==> src/rtl/sobel_ctrl_pkg.sv <==
// sobel_ctrl_pkg: FSM encoding, window constant and counter-width helper for the Sobel frame controller.
package sobel_ctrl_pkg;

    typedef enum logic [2:0] {
        S_IDLE       = 3'd0,
        S_WAIT_FRAME = 3'd1,
        S_FILL       = 3'd2,
        S_ACTIVE     = 3'd3,
        S_DONE       = 3'd4
    } state_t;

    // First row/column whose 3x3 window is complete
    localparam int WIN_FIRST = 2;

    function automatic int calc_cnt_w(input int w, input int h);
        return $clog2((w > h ? w : h) + 1);
    endfunction

endpackage

==> src/rtl/sobel_mask_delay.sv <==
// sobel_mask_delay: LAT-deep shift register that aligns the window mask with the Sobel result; resets to masked.
module sobel_mask_delay #(
    parameter int LAT = 3
) (
    input  logic clk,
    input  logic reset_n,
    input  logic din,
    output logic dout
);

    logic [LAT-1:0] sr;

    always_ff @(posedge clk) begin
        if (!reset_n) sr <= '1;
        else sr <= LAT'({sr, din});
    end

    assign dout = sr[LAT-1];

endmodule

==> src/rtl/sobel_ctrl.sv <==
// sobel_ctrl: frame FSM, row/column counters, window mask and per-frame threshold shadow for the Sobel stage.
module sobel_ctrl
    import sobel_ctrl_pkg::*;
#(
    parameter int DATA_WIDTH     = 8,
    parameter int IMG_WIDTH      = 640,
    parameter int IMG_HEIGHT     = 480,
    parameter int CNT_W          = 12,
    parameter int THRESH_DEFAULT = 50,
    parameter int PIPE_LAT       = 3
) (
    input  logic                  clk,
    input  logic                  reset_n,
    input  logic                  cfg_enable,
    input  logic [DATA_WIDTH+1:0] cfg_threshold,
    input  logic                  cfg_update,
    input  logic                  pix_valid,
    input  logic                  pix_hsync,
    input  logic                  pix_vsync,
    output logic                  sobel_en,
    output logic [DATA_WIDTH+1:0] thresh_active,
    output logic [CNT_W-1:0]      row_cnt,
    output logic [CNT_W-1:0]      col_cnt,
    output logic                  sobel_mask,
    output logic                  frame_start,
    output logic                  frame_done,
    output logic                  geom_err
);

    state_t                state;
    logic                  vs_q, hs_q, pend;
    logic [DATA_WIDTH+1:0] thr_pend;
    logic                  accept, run, vs_rise, vs_fall, hs_fall, raw_mask;

    assign accept   = pix_valid & pix_hsync & pix_vsync;
    assign run      = (state == S_FILL) || (state == S_ACTIVE);
    assign vs_rise  = pix_vsync & ~vs_q;
    assign vs_fall  = ~pix_vsync & vs_q;
    assign hs_fall  = ~pix_hsync & hs_q;
    assign raw_mask = ~(run & accept) | (row_cnt < CNT_W'(WIN_FIRST)) | (col_cnt < CNT_W'(WIN_FIRST));

    always_ff @(posedge clk) begin
        if (!reset_n) begin
            state         <= S_IDLE;
            vs_q          <= 1'b1;
            hs_q          <= 1'b0;
            pend          <= 1'b0;
            thr_pend      <= (DATA_WIDTH+2)'(THRESH_DEFAULT);
            thresh_active <= (DATA_WIDTH+2)'(THRESH_DEFAULT);
            sobel_en      <= 1'b0;
            row_cnt       <= '0;
            col_cnt       <= '0;
            frame_start   <= 1'b0;
            frame_done    <= 1'b0;
            geom_err      <= 1'b0;
        end else begin
            // vs_q resets high so a frame already in progress at reset release is not joined
            vs_q        <= pix_vsync;
            hs_q        <= pix_hsync;
            frame_start <= 1'b0;
            frame_done  <= 1'b0;
            if (cfg_update) begin
                thr_pend <= cfg_threshold;
                pend     <= 1'b1;
            end
            if (run) begin
                if (accept) col_cnt <= col_cnt + 1'b1;
                if (hs_fall) begin
                    col_cnt <= '0;
                    if (row_cnt != '1) row_cnt <= row_cnt + 1'b1;
                    if (col_cnt != CNT_W'(IMG_WIDTH)) geom_err <= 1'b1;
                end
                if (vs_fall && row_cnt != CNT_W'(IMG_HEIGHT)) geom_err <= 1'b1;
            end
            case (state)
                S_IDLE: if (cfg_enable) state <= S_WAIT_FRAME;
                S_WAIT_FRAME: begin
                    if (vs_rise) begin
                        state         <= S_FILL;
                        frame_start   <= 1'b1;
                        sobel_en      <= 1'b1;
                        row_cnt       <= '0;
                        col_cnt       <= '0;
                        geom_err      <= 1'b0;
                        thresh_active <= cfg_update ? cfg_threshold : pend ? thr_pend : thresh_active;
                        pend          <= 1'b0;
                    end
                end
                S_FILL, S_ACTIVE: begin
                    if (vs_fall) begin
                        state      <= S_DONE;
                        frame_done <= 1'b1;
                        sobel_en   <= 1'b0;
                    end else if (state == S_FILL && row_cnt >= CNT_W'(WIN_FIRST)) begin
                        state <= S_ACTIVE;
                    end
                end
                S_DONE: state <= cfg_enable ? S_WAIT_FRAME : S_IDLE;
                default: state <= S_IDLE;
            endcase
        end
    end

    sobel_mask_delay #(.LAT(PIPE_LAT)) u_delay (
        .clk     (clk),
        .reset_n (reset_n),
        .din     (raw_mask),
        .dout    (sobel_mask)
    );

endmodule

==> config.mk <==
export PLATFORM = sky130hd
export DESIGN_NAME = sobel_ctrl
export DESIGN_NICKNAME = d
export VERILOG_FILES = /design/src/rtl/sobel_ctrl_pkg.sv /design/src/rtl/sobel_mask_delay.sv /design/src/rtl/sobel_ctrl.sv
export SDC_FILE = /design/constraint.sdc
export NUM_CORES = 1
export LEC_CHECK = 0
export ABC_CLOCK_PERIOD_IN_PS = 1900
export CORE_ASPECT_RATIO = 0.6
export CORE_MARGIN = 4
export CORE_UTILIZATION = 30
export DETAILED_ROUTE_END_ITERATION = 8
export PLACE_DENSITY = 0.52
export SYNTH_ARGS = -nofsm -noshare
export SYNTH_HDL_FRONTEND = slang
export SYNTH_SLANG_ARGS = --single-unit
==> constraint.sdc <==
create_clock -name clk -period 1.9 [get_ports clk]
set_clock_uncertainty 0.2 [all_clocks]
set_input_delay 0.285 -clock clk [delete_from_list [all_inputs] [get_ports clk]]
set_output_delay 0.285 -clock clk [all_outputs]
set_load 0.1 [all_outputs]
# == After elaboration in Yosys (flattened, before gate mapping) ==
# Cells that the tools add are included.
# totals
regBits,57
in_bits,17
output_inout_bits,39
# classes
n_addsub,2
order_cmp,3
eq_ne,11
mux,32
bitwise_logic,12
reduce_logical,12
# op_table
operator,n
$mux W12,10
$add A12 B1 Y12 const B,2
$lt A12 B2 Y1 const B,2
$mux W10,2
$mux W1,14
$ge A12 B2 Y1 const B,1
$mux W3,4
$ne A12 B10 Y1 const B,1
$ne A12 B12 Y1 const B,1
$ne A12 B9 Y1 const B,1
$pmux W3 S4,1
$reduce_and A3 Y1,3
$and A1 B1 Y1,6
$eq A3 B2 Y1 const B,2
$ne A2 B2 Y1 const B,3
$not A1 Y1,4
$reduce_and A2 Y1,2
$reduce_bool A2 Y1,2
$eq A3 B1 Y1 const B,1
$eq A3 B3 Y1 const B,1
$logic_not A3 Y1,1
$ne A3 B3 Y1 const B,1
$logic_and A1 B1 Y1,2
$or A1 B1 Y1,2
other kinds (3),3

# == Logic depth before layout (Yosys ltp) ==
# logic_depth
depth_word,7
depth_mapped,7
mapped_depth_nobuf,5

# == Cells and area by module ==
# Synthesis repeated with hierarchy kept, for this count alone.
# unflattened
cells_unflattened,277
area_unflattened_um2,2547.4
# by_module_without_submodules
mod,n_inst,cells_per_inst,area_per_inst_um2,seq_area_each_um2
sobel_ctrl,1,271,2468.6,1081.0
sobel_mask_delay,1,6,78.8,60.1

# == Worst setup path after synthesis ==
# OpenSTA, ideal clock, no wires.
# synth_timing
path_type,register -> register
start,reg row_cnt[3]
end,reg row_cnt[11]
t_arrival_ns,2.184
slack_ns,-0.616
path_stages_with_launch,5
path_buffers,0
period_less_slack_ns,2.516
path_cell_list,dfxtp_1 > nand3_1 > nor4_2 > nor4bb_1 > nor3_1
# synth_via
elab_chain_len,6
# synth_rtl
element,line,rtl
"start, declared",sobel_ctrl.sv:22,"output logic [CNT_W-1:0] row_cnt,"
"start signal, assigned",sobel_ctrl.sv:70,if (row_cnt != '1) row_cnt <= row_cnt + 1'b1;
$add A12 B1 Y12 / $ne A12 B12 Y1 (equally long branches),sobel_ctrl.sv:70,
$mux W12 (*),sobel_ctrl.sv:70,
$mux W12 (*),sobel_ctrl.sv:68,if (hs_fall) begin
$mux W12 (*),sobel_ctrl.sv:66,if (run) begin
$mux W12,sobel_ctrl.sv:78,if (vs_rise) begin
$mux W12 (*),sobel_ctrl.sv:75,case (state)
# Every way passes the cells marked *; elsewhere a longest branch is shown, timed or not.
# A chain may end at the register's enable or synchronous reset.

# == Final worst setup path ==
# layout_timing
start,reg state[2]
end,reg row_cnt[8]
# layout_via
elab_chain_len,5
# layout_rtl
element,line,rtl
"start, declared",sobel_ctrl.sv:30,state_t state;
"start signal, assigned",sobel_ctrl.sv:98,S_DONE: state <= cfg_enable ? S_WAIT_FRAME : S_IDLE;
$eq A3 B2 Y1,sobel_ctrl.sv:36,assign run = (state == S_FILL) || (state == S_ACTIVE);
$logic_or A1 B1 Y1,sobel_ctrl.sv:36,
$mux W12,sobel_ctrl.sv:66,
$mux W12,sobel_ctrl.sv:78,
$mux W12 (*),sobel_ctrl.sv:75,
# Marks and branches as above.

==> results_dict.tcl <==
set metrics [dict create \
    syn-num-nets 297 \
    clkSinkCount 57 \
    critPathMaxStageDelay_ns 0.34 \
    cts_buffer_depth 2 \
    hold_violations 0 \
    synth-seq-cells 57 \
    pre_cts_slack_ns -0.330 \
    synth-main-ff-cell "dfxtp_1" \
    drt-wirelength-per-cell_um 14.3 \
    tns_ns 0 \
    drv_slew 0 \
    final_cell_count_no_fill 465 \
    crit_required_ns 1.93 \
    synth_edf_count 0 \
    cts.reportedPaths.clkPinSlew_ns 0.05 \
    worst_slack_ns 0.136 \
    drive_gt1_share_pct 30.5 \
    fillerInstances 734 \
    synth_top_cells_by_count "57 x dfxtp_1, 31 x nor2_1, 23 x nand2_1" \
    gr-total-overflow 0 \
    yosysTopAreaCellShare_pct 46.0 \
    crit_buf_inv 2 \
    nets 374 \
    cap_violations 0 \
    hold_path.class "input pin to flop" \
    rows 25 \
    rsz0062_at_grt "no" \
    routed-via-count 2244 \
    port_buffers 55 \
    synth.most_common_cell "dfxtp_1" \
    start_util_pct 31.2 \
    first_pass_iters 4 \
    period_needed_ns 1.76 \
    tightestPinTransition_ns 0.502 \
    synth_cells 275 \
    drt_iter0_drc 176 \
    core-area_mm2 0.00795 \
    dieHeight_um 78.5 \
    timing.fmax_ghz 0.567 \
    drt-total-wl_um 6670 \
    dp.cells 449 \
    syn_area_per_cell_um2 9.03 \
    multiInputGateArea_mm2 0.00125 \
    area_growth_syn_to_layout_pct 66.0 \
    diodes 0 \
    crit_type "flop to flop" \
    yosysSeqAreaShare_pct 46.0 \
    synth.distinct_cells 46 \
    synth_area_leader_cell "dfxtp_1" \
    whs_ns 0.0499 \
    cts_tree "done" \
    cpLargestDelayFamily "simple AND/OR/NAND/NOR gates" \
    yosys-top-cells-area "dfxtp_1 46%, mux2i_1 4.8%, nor2_1 4.7%" \
    path_max_fanout 7 \
    async_reset_ff_share_pct 0 \
    gp_congestion 0.823 \
    grt_pass1_vias 2098 \
    p_leak_nw 1.61 \
    antenna_found_initial 0 \
    maxSlewHeadroom_pct 65.7 \
    ctsHoldBuffers 0 \
    post-dp-hpwl_um 5030 \
    synth_area_mm2 0.00248 \
    h-tree-depth 3 \
    critPathSlowestCell "dfxtp_1" \
    power.density_mw_per_mm2 763 \
    grt_max_degree 18 \
    numCtsBuffers 9 \
    vias_per_cell 4.83 \
    status "finished, final reports clean" \
    worstSetupEndpointType "flop" \
    die_w_um 125 \
    path_common_cell "buf_4" \
    yosysWarnings 0 \
    cp.arrival_ns 1.79 \
    drt.antenna.violating_nets 0 \
    vdd_drop_max_mv 0.634 \
    dieArea_mm2 0.00984 \
    ios 56 \
    track_usage_pct 14.3 \
    register_area_mm2 0.00121 \
    route.detailed.drc 0 \
    finalSetupViolCount 0 \
    crit_path_cell_trace "nand4bb_2, buf_4, nor3_2, buf_4, a31oi_1, a311oi_1" \
    post_cts_buffers 0 \
    insertion_delay_ns 0.32 \
    finalCritPeriodShare_pct 92.9 \
    startpoint_type "flop" \
    cts-resized-gates 0 \
    cts_root_buf "clkbuf_16" \
    grt_pass1_wl_um 11000 \
]
-- routing by layer --
| metal | GRT usage (%) | vias up | share of wire, % |
|---|---|---|---|
| met5 | 0 | - | 0 |
| met4 | 4.87 | 0 | 0.93 |
| met3 | 5.57 | 6 | 5.9 |
| met2 | 18.6 | 59 | 40 |
| met1 | 21.0 | 1033 | 54 |
| li1 | - | 1146 | - |
-- worst paths after layout --
kind	depth (start not counted)	slack (ns)	start	to
setup reg to reg	6	0.14	state[2]$_SDFFE_PN0P_	row_cnt[8]$_SDFF_PN0_
hold reg to reg	1	0.21	u_delay.sr[0]$_SDFF_PN1_	u_delay.sr[1]$_SDFF_PN1_
setup / recovery	6	0.14	state[2]$_SDFFE_PN0P_	row_cnt[8]$_SDFF_PN0_
hold / removal	2	0.05	pix_hsync	hs_q$_SDFF_PN0_
-- cell type report --
cell class	count	share of cell area [%]
clock buffer	12	6.77
clock inverter	4	1.12
inverter	8	0.729
multi-input combinational	194	30.3
sequential	57	29.4
tap	108	3.28
timing repair buffer	82	28.4
-- report_power, final --
group	internal (mW)	switching [mW]
logic	0.103	0.118
clock network	1.17	0.545
registers	1.20	0.0138
-- cell families (layout without fill, tap and decap cells) --
logic type               Yosys count  count (layout)  share of synthesized area, %
AO/OA/AOI/OAI                     41              41                          11.2
XOR/XNOR                           8               8                          2.82
adder cells (fa/ha/maj)            5               5                          2.52
buffers and inverters             24             106                          4.54
flip-flops                        57              57                          46.0
multiplexers                      12              12                          4.84
AND/OR/NAND/NOR                  128             128                          28.1
-- through the flow --
stage | util, % | instance area, µm² | power [mW]
after detailed placement | 47.5 | 3770 | 1.46
final | 51.9 | 4120 | 3.14
after global placement | 47.5 | 3770 | 1.46
after global routing | 51.9 | 4120 | 3.27
after CTS | 51.6 | 4100 | 3.19
after floorplan | - | 2550 | 1.35
-- sequential cells by signal (all words and copies together), names as in the netlist --
register and flops:
state 3, thresh_active 10, sobel_en 1, geom_err 1, col_cnt 12, frame_done 1, hs_q 1, vs_q 1
u_delay.sr 3, pend 1, frame_start 1, thr_pend 10, row_cnt 12
-- cell usage in the layout (no fill, tap or decap), types with 5 or more instances in the layout --
master	netlist	routed
buf_12	0	41
dfxtp_1	57	34
nor2_1	31	31
buf_4	1	25
nand2_1	23	23
dfxtp_4	0	16
nand3_1	15	15
clkdlybuf4s50_1	0	15
nor3_1	12	12
mux2i_1	12	12
clkbuf_16	0	11
a21oi_1	10	10
inv_1	8	8
a211oi_1	8	8
dfxtp_2	0	7
o21ai_0	6	6
o211ai_1	6	6
and3_1	5	5
or4_1	5	5
ha_1	5	5
Note: power is estimated with default switching activity, not from simulation.
